File: config.mk
export PLATFORM = sky130hd
export DESIGN_NAME = rnd_hex_arbiter
export DESIGN_NICKNAME = d
export VERILOG_FILES = /design/src/rtl/rnd_hex_arbiter_pkg.sv /design/src/rtl/rnd_lfsr.sv /design/src/rtl/rnd_hex_arbiter.sv
export SDC_FILE = /design/constraint.sdc
export NUM_CORES = 1
export LEC_CHECK = 0
export BUFFER_PORTS_ARGS = -buffer_cell sky130_fd_sc_hd__buf_2
export CORE_ASPECT_RATIO = 1.1
export CORE_MARGIN = 2
export CORE_UTILIZATION = 45
export DETAILED_ROUTE_END_ITERATION = 16
export PLACE_DENSITY = 0.71
export SYNTH_ARGS = -nofsm -noshare
export SYNTH_HDL_FRONTEND = slang
export SYNTH_SLANG_ARGS = --single-unit
File: constraint.sdc
create_clock -name clk -period 3.8 [get_ports clk]
set_input_delay 0.38 -clock clk [delete_from_list [all_inputs] [get_ports clk]]
set_output_delay 0.38 -clock clk [all_outputs]
set_load 0.02 [all_outputs]
File: src/rtl/rnd_hex_arbiter_pkg.sv
// rtl/rnd_hex_arbiter_pkg.sv - shared types and constants for the random hex-digit arbiter
//
// Purpose: FSM state encoding, LFSR tap mask, lockup replacement value and
//          the LFSR next-state helper shared by rnd_lfsr and rnd_hex_arbiter.
// Ports:   none (package).
package rnd_hex_arbiter_pkg;

  typedef enum logic {
    ST_WARMUP = 1'b0,
    ST_SERVE  = 1'b1
  } state_e;

  // Feedback taps r[15], r[14], r[13], r[3].
  localparam logic [15:0] LFSR_TAPS   = 16'hE008;
  // All-zero is a fixed point of an XOR LFSR; this value replaces it.
  localparam logic [15:0] LFSR_LOCKUP = 16'h0001;

  function automatic logic [15:0] lfsr_next(input logic [15:0] r);
    if (r == 16'h0000) begin
      return LFSR_LOCKUP;
    end
    return {r[14:0], ^(r & LFSR_TAPS)};
  endfunction

  function automatic logic [15:0] seed_fix(input logic [15:0] s);
    return (s == 16'h0000) ? LFSR_LOCKUP : s;
  endfunction

endpackage

File: src/rtl/rnd_lfsr.sv
// rtl/rnd_lfsr.sv - 16-bit Fibonacci LFSR with step and seed load
//
// Purpose: random source for the arbiter. load has priority over step.
// Ports:   clk       - clock
//          rst       - synchronous active-high reset, loads RST_SEED
//          step      - advance one LFSR step this cycle
//          load      - load seed (zero replaced by the lockup value)
//          seed[15:0]- value for load
//          out[15:0] - current LFSR value
module rnd_lfsr
  import rnd_hex_arbiter_pkg::*;
#(
  parameter logic [15:0] RST_SEED = 16'hACE1
) (
  input  logic        clk,
  input  logic        rst,
  input  logic        step,
  input  logic        load,
  input  logic [15:0] seed,
  output logic [15:0] out
);

  logic [15:0] out_q;
  logic [15:0] out_d;

  always_comb begin
    out_d = out_q;
    if (load) begin
      out_d = seed_fix(seed);
    end else if (step) begin
      out_d = lfsr_next(out_q);
    end
  end

  always_ff @(posedge clk) begin
    if (rst) begin
      out_q <= RST_SEED;
    end else begin
      out_q <= out_d;
    end
  end

  assign out = out_q;

endmodule

File: src/rtl/rnd_hex_arbiter.sv
// rtl/rnd_hex_arbiter.sv - round-robin arbiter handing out LFSR hex digits
//
// Purpose: after a warmup of WARMUP LFSR steps, grants one requester per
//          cycle in round-robin order and delivers LFSR[3:0] with the grant.
// Ports:   clk              - clock
//          rst              - synchronous active-high reset
//          i_seed_vld       - one-cycle strobe loading i_seed, restarts warmup
//          i_seed[15:0]     - new LFSR seed
//          i_req[N_REQ-1:0] - request levels
//          o_gnt[N_REQ-1:0] - registered one-hot grant pulse
//          o_digit[3:0]     - digit delivered with o_gnt, held otherwise
//          o_busy           - high during warmup
module rnd_hex_arbiter
  import rnd_hex_arbiter_pkg::*;
#(
  parameter int          N_REQ    = 4,
  parameter int          WARMUP   = 16,
  parameter logic [15:0] RST_SEED = 16'hACE1
) (
  input  logic             clk,
  input  logic             rst,
  input  logic             i_seed_vld,
  input  logic [15:0]      i_seed,
  input  logic [N_REQ-1:0] i_req,
  output logic [N_REQ-1:0] o_gnt,
  output logic [3:0]       o_digit,
  output logic             o_busy
);

  localparam int         PW        = $clog2(N_REQ);
  localparam logic [7:0] WARM_LAST = 8'(WARMUP - 1);

  state_e           state_q, state_d;
  logic [7:0]       wcnt_q, wcnt_d;
  logic [PW-1:0]    ptr_q, ptr_d;
  logic [N_REQ-1:0] gnt_q, gnt_d;
  logic [3:0]       digit_q, digit_d;

  logic        lfsr_step;
  logic        lfsr_load;
  logic [15:0] lfsr_val;
  logic        found;
  int          idx;

  rnd_lfsr #(
    .RST_SEED (RST_SEED)
  ) u_lfsr (
    .clk  (clk),
    .rst  (rst),
    .step (lfsr_step),
    .load (lfsr_load),
    .seed (i_seed),
    .out  (lfsr_val)
  );

  always_comb begin
    state_d   = state_q;
    wcnt_d    = wcnt_q;
    ptr_d     = ptr_q;
    gnt_d     = '0;
    digit_d   = digit_q;
    lfsr_step = 1'b0;
    lfsr_load = 1'b0;
    found     = 1'b0;
    idx       = 0;

    if (i_seed_vld) begin
      // Reseed wins over any grant this cycle; pointer is kept.
      lfsr_load = 1'b1;
      wcnt_d    = 8'd0;
      state_d   = ST_WARMUP;
    end else begin
      case (state_q)
        ST_WARMUP: begin
          lfsr_step = 1'b1;
          if (wcnt_q == WARM_LAST) begin
            state_d = ST_SERVE;
            wcnt_d  = 8'd0;
          end else begin
            wcnt_d = wcnt_q + 8'd1;
          end
        end
        ST_SERVE: begin
          // Search starts at ptr_q and wraps; first set request wins.
          for (int i = 0; i < N_REQ; i++) begin
            if (!found && i_req[(int'(ptr_q) + i) % N_REQ]) begin
              found = 1'b1;
              idx   = (int'(ptr_q) + i) % N_REQ;
            end
          end
          if (found) begin
            gnt_d[idx] = 1'b1;
            ptr_d      = PW'((idx + 1) % N_REQ);
            digit_d    = lfsr_val[3:0];
            lfsr_step  = 1'b1;
          end
        end
        default: state_d = ST_WARMUP;
      endcase
    end
  end

  always_ff @(posedge clk) begin
    if (rst) begin
      state_q <= ST_WARMUP;
      wcnt_q  <= 8'd0;
      ptr_q   <= '0;
      gnt_q   <= '0;
      digit_q <= 4'h0;
    end else begin
      state_q <= state_d;
      wcnt_q  <= wcnt_d;
      ptr_q   <= ptr_d;
      gnt_q   <= gnt_d;
      digit_q <= digit_d;
    end
  end

  assign o_gnt   = gnt_q;
  assign o_digit = digit_q;
  assign o_busy  = (state_q == ST_WARMUP);

endmodule
; ---- Word-level counts from Yosys, hierarchy flattened
; Index checks and enable logic that the tools add are counted.
[op_classes]
muxes = 46
reduce_logical = 17
order_cmp = 6
n_eq_ne = 1
n_addsub = 5
bitwise = 6
[ops]
columns = operator, count
row1 = two-way mux 32 bit, 5
row2 = two-way mux 16 bit, 5
row3 = >= comparator 32 x 1 -> 1 bit (second input constant), 1
row4 = logical NOT 16 bit, 2
row5 = < comparator 32 x 4 -> 1 bit (second input constant), 1
row6 = two-way mux 1 bit, 28
row7 = XOR reduction 16 bit, 1
row8 = < comparator 3 x 4 -> 1 bit (second input constant), 3
row9 = adder 8 x 1 -> 8 bit (second input constant), 1
row10 = binary-select mux 1 bit (select 2 bit), 4
row11 = equality test 8 x 4 -> 1 bit (second input constant), 1
row12 = two-way mux 8 bit, 1
row13 = OR reduction 2 bit, 4
row14 = adder 2 bit (second input constant), 3
row15 = logical AND 1 bit, 4
row16 = OR reduction 4 bit, 1
row17 = AND 1 bit (first input constant), 3
row18 = logical NOT 1 bit, 3
row19 = < comparator 2 x 3 -> 1 bit (second input constant), 1
row20 = NOT 1 bit, 3
row21 = AND reduction 3 bit, 1
row22 = adder 2 x 1 -> 2 bit (second input constant), 1
row23 = demux 1 bit (select 2 bit), 1
row24 = two-way mux 2 bit, 1
row25 = 2 further kinds, 2
[word_totals]
regBits = 35
inputBits = 23
out_inout_bits = 9
wordCells = 87

; ---- Depth between registers and ports, before layout
; Gate-level depths: netlist of run 1.
[depth]
ltp_word = 28
mapped_depth = 6
ltp_nobuf = 6

; ---- By module
; A second synthesis of run 1 with hierarchy kept.
[hier_totals]
cells_unflattened = 190
hier_area_um2 = 1848.0
[by_module_without_submodules]
columns = module, instances, seq_area_each_um2, area_per_inst_um2, cells_each
row1 = rnd_hex_arbiter, 1, 380.4, 942.2, 97
row2 = rnd_lfsr, 1, 320.3, 905.9, 93

; ---- Worst setup path before layout of run 1
; OpenSTA, ideal clock, no wires.
[synth_timing]
path_type = input-to-reg
startpoint = input i_req[0]
endpoint = register ptr_q[1]
slack_ps = 2322
setup_time_ps = 132
t_required_ps = 3668
arrival_ps = 1345
cell_stages = 6
n_path_buf = 0
path_cell_list = or2b_1 -> a21oi_1 -> a211oi_1 -> ha_1 -> nand2_1 -> a21oi_1
[synth_via]
elab_chain_cells = 21
elab_cells_between_ends = 37
classes_between = 1 x add/sub / 29 x mux / 7 x reduce/logical
[synth_lines]
columns = item, line_no
row1 = start: declaration, rnd_hex_arbiter.sv:24  ; input logic [N_REQ-1:0] i_req,
row2 = binary-select mux 1 bit (select 2 bit), rnd_hex_arbiter.sv:86  ; if (!found && i_req[(int'(ptr_q) + i) % N_REQ]) begin
row3 = two-way mux 1 bit (not written as such), rnd_hex_arbiter.sv:86
row4 = two-way mux 1 bit, rnd_hex_arbiter.sv:86
row5 = two-way mux 1 bit, rnd_hex_arbiter.sv:73  ; case (state_q)
row6 = two-way mux 1 bit, rnd_hex_arbiter.sv:67  ; if (i_seed_vld) begin
row7 = logical NOT 1 bit, rnd_hex_arbiter.sv:86
row8 = logical AND 1 bit, rnd_hex_arbiter.sv:86
row9 = two-way mux 1 bit, rnd_hex_arbiter.sv:86
row10 = [5 not listed], -
row11 = two-way mux 1 bit, rnd_hex_arbiter.sv:73
row12 = two-way mux 1 bit, rnd_hex_arbiter.sv:67
row13 = logical NOT 1 bit, rnd_hex_arbiter.sv:86
row14 = logical AND 1 bit, rnd_hex_arbiter.sv:86
row15 = two-way mux 32 bit or two-way mux 1 bit (tied branches), rnd_hex_arbiter.sv:86
row16 = two-way mux 32 bit or two-way mux 1 bit (tied branches), rnd_hex_arbiter.sv:73
row17 = two-way mux 32 bit or two-way mux 1 bit (tied branches), rnd_hex_arbiter.sv:67
row18 = adder 2 bit or AND reduction 3 bit (tied branches), -
row19 = end signal: assignment, rnd_hex_arbiter.sv:113  ; ptr_q <= ptr_d;
row20 = end: declaration, rnd_hex_arbiter.sv:35  ; logic [PW-1:0] ptr_q, ptr_d;
; Parallel ways exist; a longest one is shown, timed or not. The select of a mux whose other input is x is not followed.
; A chain may end at the register's enable or synchronous reset.

; ---- Final worst setup path of run 1
[layout_timing]
startpoint = register state_q
endpoint = register u_lfsr.out_q[0], in the netlist u_lfsr.out[0]
[layout_via]
elab_chain_cells = 4
[layout_lines]
columns = item, line_no
row1 = start: declaration, rnd_hex_arbiter.sv:33  ; state_e state_q, state_d;
row2 = start signal: assignment, rnd_hex_arbiter.sv:111  ; state_q <= state_d;
row3 = NOT 1 bit, -
row4 = case mux 1 bit (2 select lines) (*), rnd_hex_arbiter.sv:73
row5 = two-way mux 1 bit (*), rnd_hex_arbiter.sv:67
row6 = nonzero test 2 bit (no source line) (*), -
row7 = end signal: assignment, rnd_lfsr.sv:39  ; out_q <= out_d;
row8 = end: declaration, rnd_lfsr.sv:23  ; logic [15:0] out_q;
; Every way passes the cells marked *; elsewhere a longest branch is shown, timed or not.

==> results of run 1 <==
## cells in the mapped netlist (2+ instances only)
cell type	instances	area, sq um
a211oi_1	13	97.59
a21oi_1	4	20.02
a221oi_1	4	35.03
a31oi_1	2	12.51
a41oi_1	2	17.52
and2_1	4	25.02
buf_2	2	10.01
clkbuf_1	3	11.26
dfxtp_1	35	700.7
ha_1	6	75.07
inv_1	8	30.03
mux2i_1	9	90.09
nand2_1	3	11.26
nand2b_1	3	18.77
nand3_1	2	10.01
nor2_1	26	97.59
nor2b_1	9	56.30
nor3_1	10	50.05
nor4_1	7	43.79
o21bai_1	6	45.04
xnor2_1	5	43.79
xor2_1	4	35.03
## kinds of logic after synthesis
family,count (synthesis)
AND/OR/NAND/NOR,74
AO/OA/AOI/OAI,37
flip-flops,35
buffers and inverters,16
XOR/XNOR,9
multiplexers,9
adder cells (fa/ha/maj),6
## critical path, cell delays in order, from the launching register on
cell	delay (ns)
dfxtp_1	0.53
nor2b_1	0.33
and2_4	0.30
a31oi_1	0.06
a221o_1	0.32
## cells in the final DEF (no fill, tap or decap), types with 4 or more instances in the layout
| cell type | synthesis | routed |
|---|---|---|
| a211oi_1 | 13 | 13 |
| a21oi_1 | 4 | 4 |
| a221oi_1 | 4 | 4 |
| and2_1 | 4 | 4 |
| buf_2 | 2 | 31 |
| clkbuf_8 | 0 | 5 |
| dfxtp_1 | 35 | 35 |
| ha_1 | 6 | 6 |
| inv_1 | 8 | 8 |
| mux2i_1 | 9 | 9 |
| nor2_1 | 26 | 26 |
| nor2b_1 | 9 | 9 |
| nor3_1 | 10 | 10 |
| nor4_1 | 7 | 7 |
| o21bai_1 | 6 | 6 |
| xnor2_1 | 5 | 5 |
| xor2_1 | 4 | 4 |
## stage by stage
step	instance area [sq um]	cells	power (W)	utilization [%]
after floorplan	1710	186	0.0004462	-
after global placement	1872	259	0.0004736	51.22
after detailed placement	1872	259	0.0004744	51.22
after CTS	2008	267	0.0008733	54.95
after global routing	2008	267	0.0008990	54.95
final	2008	267	0.0008681	54.95
## layout make-up
type	instances	area share [%]
Clock inverter	3	3.364
Sequential cell	35	34.89
Multi-Input combinational cell	135	45.98
Timing Repair Buffer	31	7.726
Inverter	8	1.495
Clock buffer	5	3.427
Tap cell	50	3.115
## layer usage
metal | vias up | GRT usage (%)
met3 | 7 | 6.331
met4 | 0 | 9.444
li1 | 731 | -
met5 | - | 0
met1 | 654 | 20.34
met2 | 23 | 29.57
## worst min-delay path by stage
stage / start / end / slack, ns / cells past startpoint
2_1_floorplan: u_lfsr.out[14] / u_lfsr.out[14] / 0.46 / 2
3_3_place_gp: o_digit[1] / o_digit[1] / 0.47 / 2
4_1_cts: i_seed[10] / u_lfsr.out[10] / 0.37 / 3
6_report: i_seed[10] / u_lfsr.out[10] / 0.38 / 3
3_5_place_dp: o_digit[2] / o_digit[2] / 0.48 / 2
5_1_grt: i_seed[5] / u_lfsr.out[5] / 0.39 / 3
## where the power goes
part | internal [W] | switching, W
Combinational | 0.0000352 | 0.0000387
Sequential | 0.000381 | 0.0000123
Clock | 0.000262 | 0.000140
Total | 0.000677 | 0.000191
## sequential cells by signal, summed over array words and instances, names as in the netlist
register and flops:
wcnt_q 8, o_digit 4, ptr_q 2, state_q 1, u_lfsr.out 16, o_gnt 4
==> key figures, run 1 <==
Drt
  • DR WL/cell: 13.09 microns
  • Top Metal Used: met4
  • Final WL: 3496 microns
  • Wire length on met3: 162 microns
  • Vias per Instance: between 5 and 6
  • Met1 WL: 1679 microns
  • DRC: 0
  • Routed vias: ~1,400
  • Drt initial violations: 59
  • DRT Pass-1 Iters: 4
  • Met2 wire length: 1583 microns
  • Routed Antenna Nets: 0

Clocking
  • Root Driver: clkbuf_8
  • Clk_lat worst skew: 0.29 ns
  • Clk sinks: 35
  • CTS max path bufs: 2
  • H-tree lvl count: 2
  • CTS tree: built
  • Hold-fix buffers at CTS: 0
  • # resized after CTS: 0
  • Clock slew at reported path FFs: 0.07 ns
  • Post-CTS Repair Setup Buffers: 0
  • Num CTS Buffers: 5

Layout
  • Layout cells sized above 1: 20.28%
  • Fillers: 354
  • Final net count: 245
  • Register area: 700.7 sq um
  • Antenna diode count: 0
  • P&R area growth vs syn: 17.41%
  • Area of the multi-input gates: 923.4 sq um

Worst setup path
  • Critical path endpoint category: register
  • Crit path kind: register to register
  • RR Endpoint: u_lfsr.out[0]
  • CP Launch Type: register
  • Beginning of the critical path: state_q
  • Crit Reg-Reg Startpoint: state_q
  • R2r worst-path depth: 4
  • CP Max Fanout: 13
  • CP arrival: 1.84 ns
  • FF-to-FF setup slack: 2.14 ns
  • Critical Path End: u_lfsr.out[0]
  • Worst EP required: ~4 ns

Synth
  • Post-synthesis register bit count: 35
  • Synthesized cell area: about 1700 sq um
  • Synth Instances: around 190
  • Largest family of logic cells by synthesized area: simple AND/OR/NAND/NOR gates
  • Post-synthesis compound-gate area fraction: 16.17%
  • Distinct cell type count after synthesis: 41
  • Post-synthesis adder-cell area fraction: 4.389%
  • Mux contribution to synthesized area: 5.267%
  • Synth Net Count: 215
  • Post-Synth XOR/XNOR Area: 4.609%
  • EDFF count, synth: 0
  • Syn_area_per_cell: about 9.2 sq um
  • Synthesis warning total: 0
  • Synth Area in Simple Gates: a little under a quarter
  • Top FF cell, synth: dfxtp_1
  • Asr flop ratio synth: 0%
  • Register area share after synthesis: 40.97%

Global routing
  • Largest net degree at the start of global routing: 29
  • First-pass GRT wire length: 5747 microns
  • Grt total ovfl: 0
  • Global-route usage over all layers: between 10% and 20%
  • Initial antenna violation count: 0
  • Vias in the first global route: 1,291

Timing
  • Slew Limit Fails: 0
  • Worst hold margin: 0.3763 ns
  • Worst-Margin Slew: 0.5111 ns
  • Final Hold Fails: 0
  • Slack of the critical path: 2.143 ns
  • Period minus WS final: 1.657 ns
  • Layout Skew: 0.002822 ns
  • Final setup vio count: 0
  • Slew headroom: 65.72%
  • RSZ-0062 raised after global routing: no
  • Fin crit share: between 40% and 50%
  • Setup TNS: 0 ns
  • Maximum clock frequency: ~600 MHz

Floorplanning
  • I/O pin total: 32
  • Initial Utilization: 46.80%
  • Core ar.: roughly 3700 sq um
  • Die width: between 60 and 70 microns
  • Die area: 4310 sq um
  • # rows: 23
  • Die height: 68.66 microns

Placed design
  • Final HPWL DP: 2477 microns
  • Place WS: 1.950 ns
  • I/O Buffers: 31
  • Global placement routability congestion: 0.8215

Hold path
  • Worst Hold Class: primary input to register

Power
  • Worst vdd ir: 0.2924 mV
  • Leak pwr: around 0.82 nW
  • P per Cell Area: about 430 nW/um^2

Outcome
  • Status: completed

Flow run
  • Max-cap violations: 0
Power figures use the tool's default switching activity.
==> inputs of run 2 (changes only) <==
PLACE_DENSITY = 0.73   (was 0.71)
clock period = 1.5 ns   (was 3.8 ns; I/O delays follow)
==> key figures, run 2 (same netlist as run 1, synthesis figures left out) <==
Timing
  • Fin crit share: 94.76% (+51 points)
  • Slew Limit Fails: 0 (unchanged)
  • Layout Skew: 0.003967 ns (+0.001145 ns)
  • Final Hold Fails: 0 (unchanged)
  • Maximum clock frequency: 703.5 MHz (+17%)
  • Slew headroom: 70.25% (+4.5 points)
  • Worst hold margin: 0.1450 ns (-0.2313 ns)
  • Final setup vio count: 0 (unchanged)
  • Period minus WS final: 1.421 ns (-0.2351 ns)
  • RSZ-0062 raised after global routing: yes
  • Worst-Margin Slew: 0.4404 ns (-0.07066 ns)

Power
  • P per Cell Area: 941.1 nW/um^2 (+120%)
  • Leak pwr: 0.8540 nW (+4.1%)
  • Worst vdd ir: 0.5361 mV (+83%)

Flow run
  • Max-cap violations: 0 (unchanged)

Floorplanning
  • Die width: 62.78 microns (unchanged)
  • # rows: 23 (unchanged)
  • Core ar.: 3655 sq um (unchanged)
  • I/O pin total: 32 (unchanged)
  • Initial Utilization: 46.80% (unchanged)
  • Die area: 4310 sq um (unchanged)
  • Die height: 68.66 microns (unchanged)

Layout
  • Fillers: 341 (-3.7%)
  • Max reg flops: 16 (unchanged)
  • P&R area growth vs syn: 21.95%
  • Layout cells sized above 1: 28.13% (+7.8 points)
  • Util after Layout: 57.07% (+2.1 points)
  • Design area: 2086 sq um (+3.9%)
  • Antenna diode count: 0 (unchanged)
  • Commonest non-fill, non-tap cells in the layout: 31 x buf_2, 31 x dfxtp_1, 26 x nor2_1
  • Final net count: 252 (+2.9%)

Clocking
  • Num CTS Buffers: 5 (unchanged)
  • Post-CTS Repair Setup Buffers: 0 (unchanged)
  • Clk sinks: 35 (unchanged)
  • Root Driver: clkbuf_8
  • Clock slew at reported path FFs: 0.07 ns (about the same)
  • CTS tree: built
  • Hold-fix buffers at CTS: 0 (unchanged)
  • Clk_lat worst skew: 0.29 ns (about the same)
  • H-tree lvl count: 2 (unchanged)
  • CTS max path bufs: 2 (unchanged)

Worst setup path
  • Crit path kind: register to register
  • CP Launch Type: register
  • Worst EP required: 1.67 ns (-2.31 ns)
  • CP arrival: 1.59 ns (-0.25 ns)
  • CP Max Fanout: 4 (-9)
  • Critical path endpoint category: register

Placed design
  • Global placement routability congestion: 0.8800 (+7.1%)
  • Post-placement cell area: 1932 sq um (+3.2%)
  • Final HPWL DP: 2611 microns (+5.4%)
  • I/O Buffers: 31 (unchanged)

Drt
  • DR WL/cell: 13.13 microns (+0.29%)
  • DRC: 0 (unchanged)
  • Drt initial violations: 27 (-54%)
  • DRT Pass-1 Iters: 4 (unchanged)
  • Vias per Instance: 5.328 (+0.54%)
  • Routed Antenna Nets: 0 (unchanged)
  • Routed vias: 1,460 (+3.2%)
  • Final WL: 3598 microns (+2.9%)

Hold path
  • Worst Hold Class: primary input to register

Global routing
  • Largest net degree at the start of global routing: 20 (-31%)
  • Initial antenna violation count: 0 (unchanged)
  • Grt total ovfl: 0 (unchanged)
  • Vias in the first global route: 1,362 (+5.5%)
  • Global-route usage over all layers: 18.29% (+0.57 points)
  • First-pass GRT wire length: 5996 microns (+4.3%)

Outcome
  • Status: completed
## run 2: cell count changes in the layout (fill, tap and decap cells not counted), sizes merged
cell      change
buf           +7
bufinv        -2
clkbuf        +3
clkinvlp      -1
## run 2: final cells by class
cell class	count	area (sq um)	area share, %
Sequential cell	35	705.7	33.83
Inverter	8	30.03	1.440
Clock buffer	8	100.1	4.799
Timing Repair Buffer	38	207.7	9.958
Tap cell	50	62.56	2.999
Multi-Input combinational cell	135	979.7	46.97
## run 2: power by group
part	total [W]	internal [W]	switching, W
Sequential	0.000999	0.000965	0.0000337
Combinational	0.000215	0.000107	0.000108
Clock	0.000749	0.000419	0.000330
Total	0.00196	0.00149	0.000471
## run 2: metrics by stage
stage / power [W] / setup TNS (ns) / worst slack (ns) / std cells
after floorplan: 0.001130 / 0 / 0.06534 / 186
after global placement: 0.001210 / 0 / 0.05400 / 267
after detailed placement: 0.001214 / -0.003821 / -0.003821 / 267
after CTS: 0.001966 / 0 / 0.02095 / 275
after global routing: 0.002060 / -0.01670 / -0.01032 / 274
final: 0.001963 / 0 / 0.07853 / 274
## run 2: final timing paths
path              start          to  slack (ns)  cells past startpoint
max            ptr_q[0]    ptr_q[1]        0.08                      6
max reg2reg    ptr_q[0]    ptr_q[1]        0.08                      6
min reg2reg  o_digit[2]  o_digit[2]        0.50                      2
min          i_seed_vld     state_q        0.14                      2
## run 2: worst max-delay path: stages (launching register included)
cell     delay (ns)
dfxtp_2        0.33
or2b_1         0.25
nor2b_4        0.13
o22a_1         0.19
ha_1           0.28
nand2_1        0.06
a21oi_1        0.05
## run 2: timing repair
item	CTS	global route
pin swaps	4	5
cloned	0	0
endpoints found under the setup margin	1	10
gates resized for setup	2	13
## run 2: per-layer routing
layer  up-vias  wire length (microns)  global-route usage, %
met5         -                      0                      0
met3         6                    170                  6.169
met1       678                   1600                  21.13
met2        29                   1757                  30.91
li1        747                      -                      -
met4         0                     70                  9.167
==> inputs of run 3 (changes only) <==
CAP_MARGIN = 40   (was unset)
PLACE_DENSITY = 0.71   (was 0.73)
clock period = 1.66 ns   (was 1.5 ns; I/O delays follow)
==> key figures, run 3 (same netlist as run 1, synthesis figures left out) <==
Outcome
  • Status: completed

Timing
  • Period minus WS final: 1.531 ns (+0.1098 ns)
  • Slew Limit Fails: 0 (unchanged)
  • Final setup vio count: 0 (unchanged)
  • Setup TNS: 0 ns (unchanged)
  • Worst-Margin Slew: 0.4836 ns (+0.04319 ns)
  • Fin crit share: 92.24% (-2.5 points)
  • Slew headroom: 67.76% (-2.5 points)
  • Final Hold Fails: 0 (unchanged)
  • Maximum clock frequency: 653.1 MHz (-7.2%)
  • Layout Skew: 0.01019 ns (+0.006223 ns)
  • RSZ-0062 raised after global routing: no

Placed design
  • Global placement routability congestion: 0.9122 (+3.7%)
  • Final HPWL DP: 2526 microns (-3.3%)
  • I/O Buffers: 31 (unchanged)
  • Post-placement cell area: 1902 sq um (-1.6%)

Worst setup path
  • CP max-delay cell: dfxtp_1
  • FF-to-FF setup slack: 0.13 ns (+0.05 ns)
  • Crit path kind: register to register
  • CP Launch Type: register
  • Slowest stage delay, CP: 0.33 ns (about the same)
  • CP Cell Sequence: inv_1 -> ha_1 -> xor2_1 -> xnor2_1 -> a31oi_1 -> a221o_1
  • Worst EP required: 1.84 ns (+0.17 ns)
  • Buf+Inv Stages, Crit Path: 1 (+1)
  • Critical path endpoint category: register
  • CP delay by family, top: compound AO/OA/AOI/OAI gates
  • CP arrival: 1.71 ns (+0.12 ns)
  • CP Max Fanout: 2 (-2)

Clocking
  • Root Driver: clkbuf_8
  • Clock slew at reported path FFs: 0.08 ns (about the same)
  • Clk_lat worst skew: 0.29 ns (about the same)
  • # resized after CTS: 0 (-2)
  • Hold-fix buffers at CTS: 0 (unchanged)
  • Post-CTS Repair Setup Buffers: 0 (unchanged)
  • H-tree lvl count: 2 (unchanged)
  • Num CTS Buffers: 5 (unchanged)
  • Clk sinks: 35 (unchanged)
  • CTS tree: built
  • CTS max path bufs: 2 (unchanged)

Layout
  • Layout cells sized above 1: 21.72% (-6.4 points)
  • Antenna diode count: 0 (unchanged)
  • P&R area growth vs syn: 16.68%
  • Design area: 1996 sq um (-4.3%)
  • Final net count: 249 (-1.2%)
  • Commonest non-fill, non-tap cell in the layout: dfxtp_1
  • Max reg flops: 16 (unchanged)
  • Commonest non-fill, non-tap cells in the layout: 35 x dfxtp_1, 31 x buf_2, 26 x nor2_1

Drt
  • Top Metal Used: met4
  • Routed vias: 1,461 (+0.068%)
  • DR WL/cell: 12.91 microns (-1.7%)
  • Vias per Instance: 5.391 (+1.2%)
  • Drt initial violations: 77 (+190%)
  • Routed Antenna Nets: 0 (unchanged)
  • Met2 wire length: 1644 microns (-6.4%)
  • DRC: 0 (unchanged)
  • Met1 WL: 1684 microns (+5.3%)
  • Wire length on met3: 138 microns (-19%)
  • Final WL: 3499 microns (-2.8%)
  • DRT Pass-1 Iters: 4 (unchanged)

Floorplanning
  • Die height: 68.66 microns (unchanged)
  • Core ar.: 3655 sq um (unchanged)
  • Die area: 4310 sq um (unchanged)
  • I/O pin total: 32 (unchanged)
  • Initial Utilization: 46.80% (unchanged)
  • Die width: 62.78 microns (unchanged)
  • # rows: 23 (unchanged)

Flow run
  • Max-cap violations: 0 (unchanged)

Global routing
  • Largest net degree at the start of global routing: 29 (+45%)
  • Initial antenna violation count: 0 (unchanged)
  • Global-route usage over all layers: 17.28% (-1.0 points)
  • Grt total ovfl: 0 (unchanged)
  • First-pass GRT wire length: 5789 microns (-3.5%)
  • Vias in the first global route: 1,309 (-3.9%)

Power
  • Comb pwr share: 10.2% (-0.7 points)
  • Leak pwr: 0.8207 nW (-3.9%)
  • Worst vdd ir: 0.8053 mV (+50%)
  • Internal power: 0.001255 W (-16%)
  • Clock network fraction of total power: 36.8% (-1.4 points)
  • Flop pwr share: 53.0% (+2.1 points)
  • Switch Pwr: 0.0004418 W (-6.3%)
  • P per Cell Area: 850.5 nW/um^2 (-9.6%)
  • Sw frac: 26.03% (+2.0 points)

Hold path
  • Worst Hold Class: primary input to register
run 3: changes by cell type in the layout (fill, tap and decap cells not counted), moves of 2 or more:
cell,delta
inv_2,-2
clkbuf_8,-2
clkinv_4,+2
buf_4,-3
inv_1,+2
dfxtp_1,+4
dfxtp_2,-4
run 3: routing by layer:
| metal | vias to the layer above | global-route usage (%) |
|---|---|---|
| li1 | 746 | - |
| met1 | 681 | 22.41 |
| met2 | 28 | 27.55 |
| met3 | 6 | 4.058 |
| met4 | 0 | 8.333 |
| met5 | - | 0 |
run 3: power groups by stage:
stage	logic (W)	registers [W]	clock network, W
floorplan	0.000112	0.000910	0
global placement	0.000170	0.000918	0
detailed placement	0.000172	0.000919	0
CTS	0.000174	0.000899	0.000637
global route	0.000195	0.000904	0.000676
finish	0.000174	0.000900	0.000624
run 3: layout make-up:
type | instances | area [sq um]
fillers | 363 | 1659
multi-input cells | 135 | 923.4
flip-flops and latches | 35 | 700.7
repair buffers | 35 | 185.2
clock buffers | 5 | 68.82
well taps | 50 | 62.56
inverters | 8 | 30.03
clock inverters | 3 | 25.02
run 3: through the flow:
stage	hold slack, ns	total power, W	utilization [%]	cells	worst slack, ns
3_3_place_gp	0.4512	0.001088	52.04	263	0.1717
5_1_grt	0.1521	0.001775	54.60	271	0.02711
3_5_place_dp	0.4581	0.001091	52.04	263	0.1507
4_1_cts	0.1369	0.001710	54.60	271	0.1390
6_report	0.1379	0.001697	54.60	271	0.1287
2_1_floorplan	0.3377	0.001021	-	186	0.2253
run 3: final timing paths:
path,start,endpoint,depth (start not counted)
min reg2reg,o_digit[2],o_digit[2],2
max,u_lfsr.out[14],u_lfsr.out[0],6
min,i_seed_vld,wcnt_q[2],2
max reg2reg,u_lfsr.out[14],u_lfsr.out[0],6
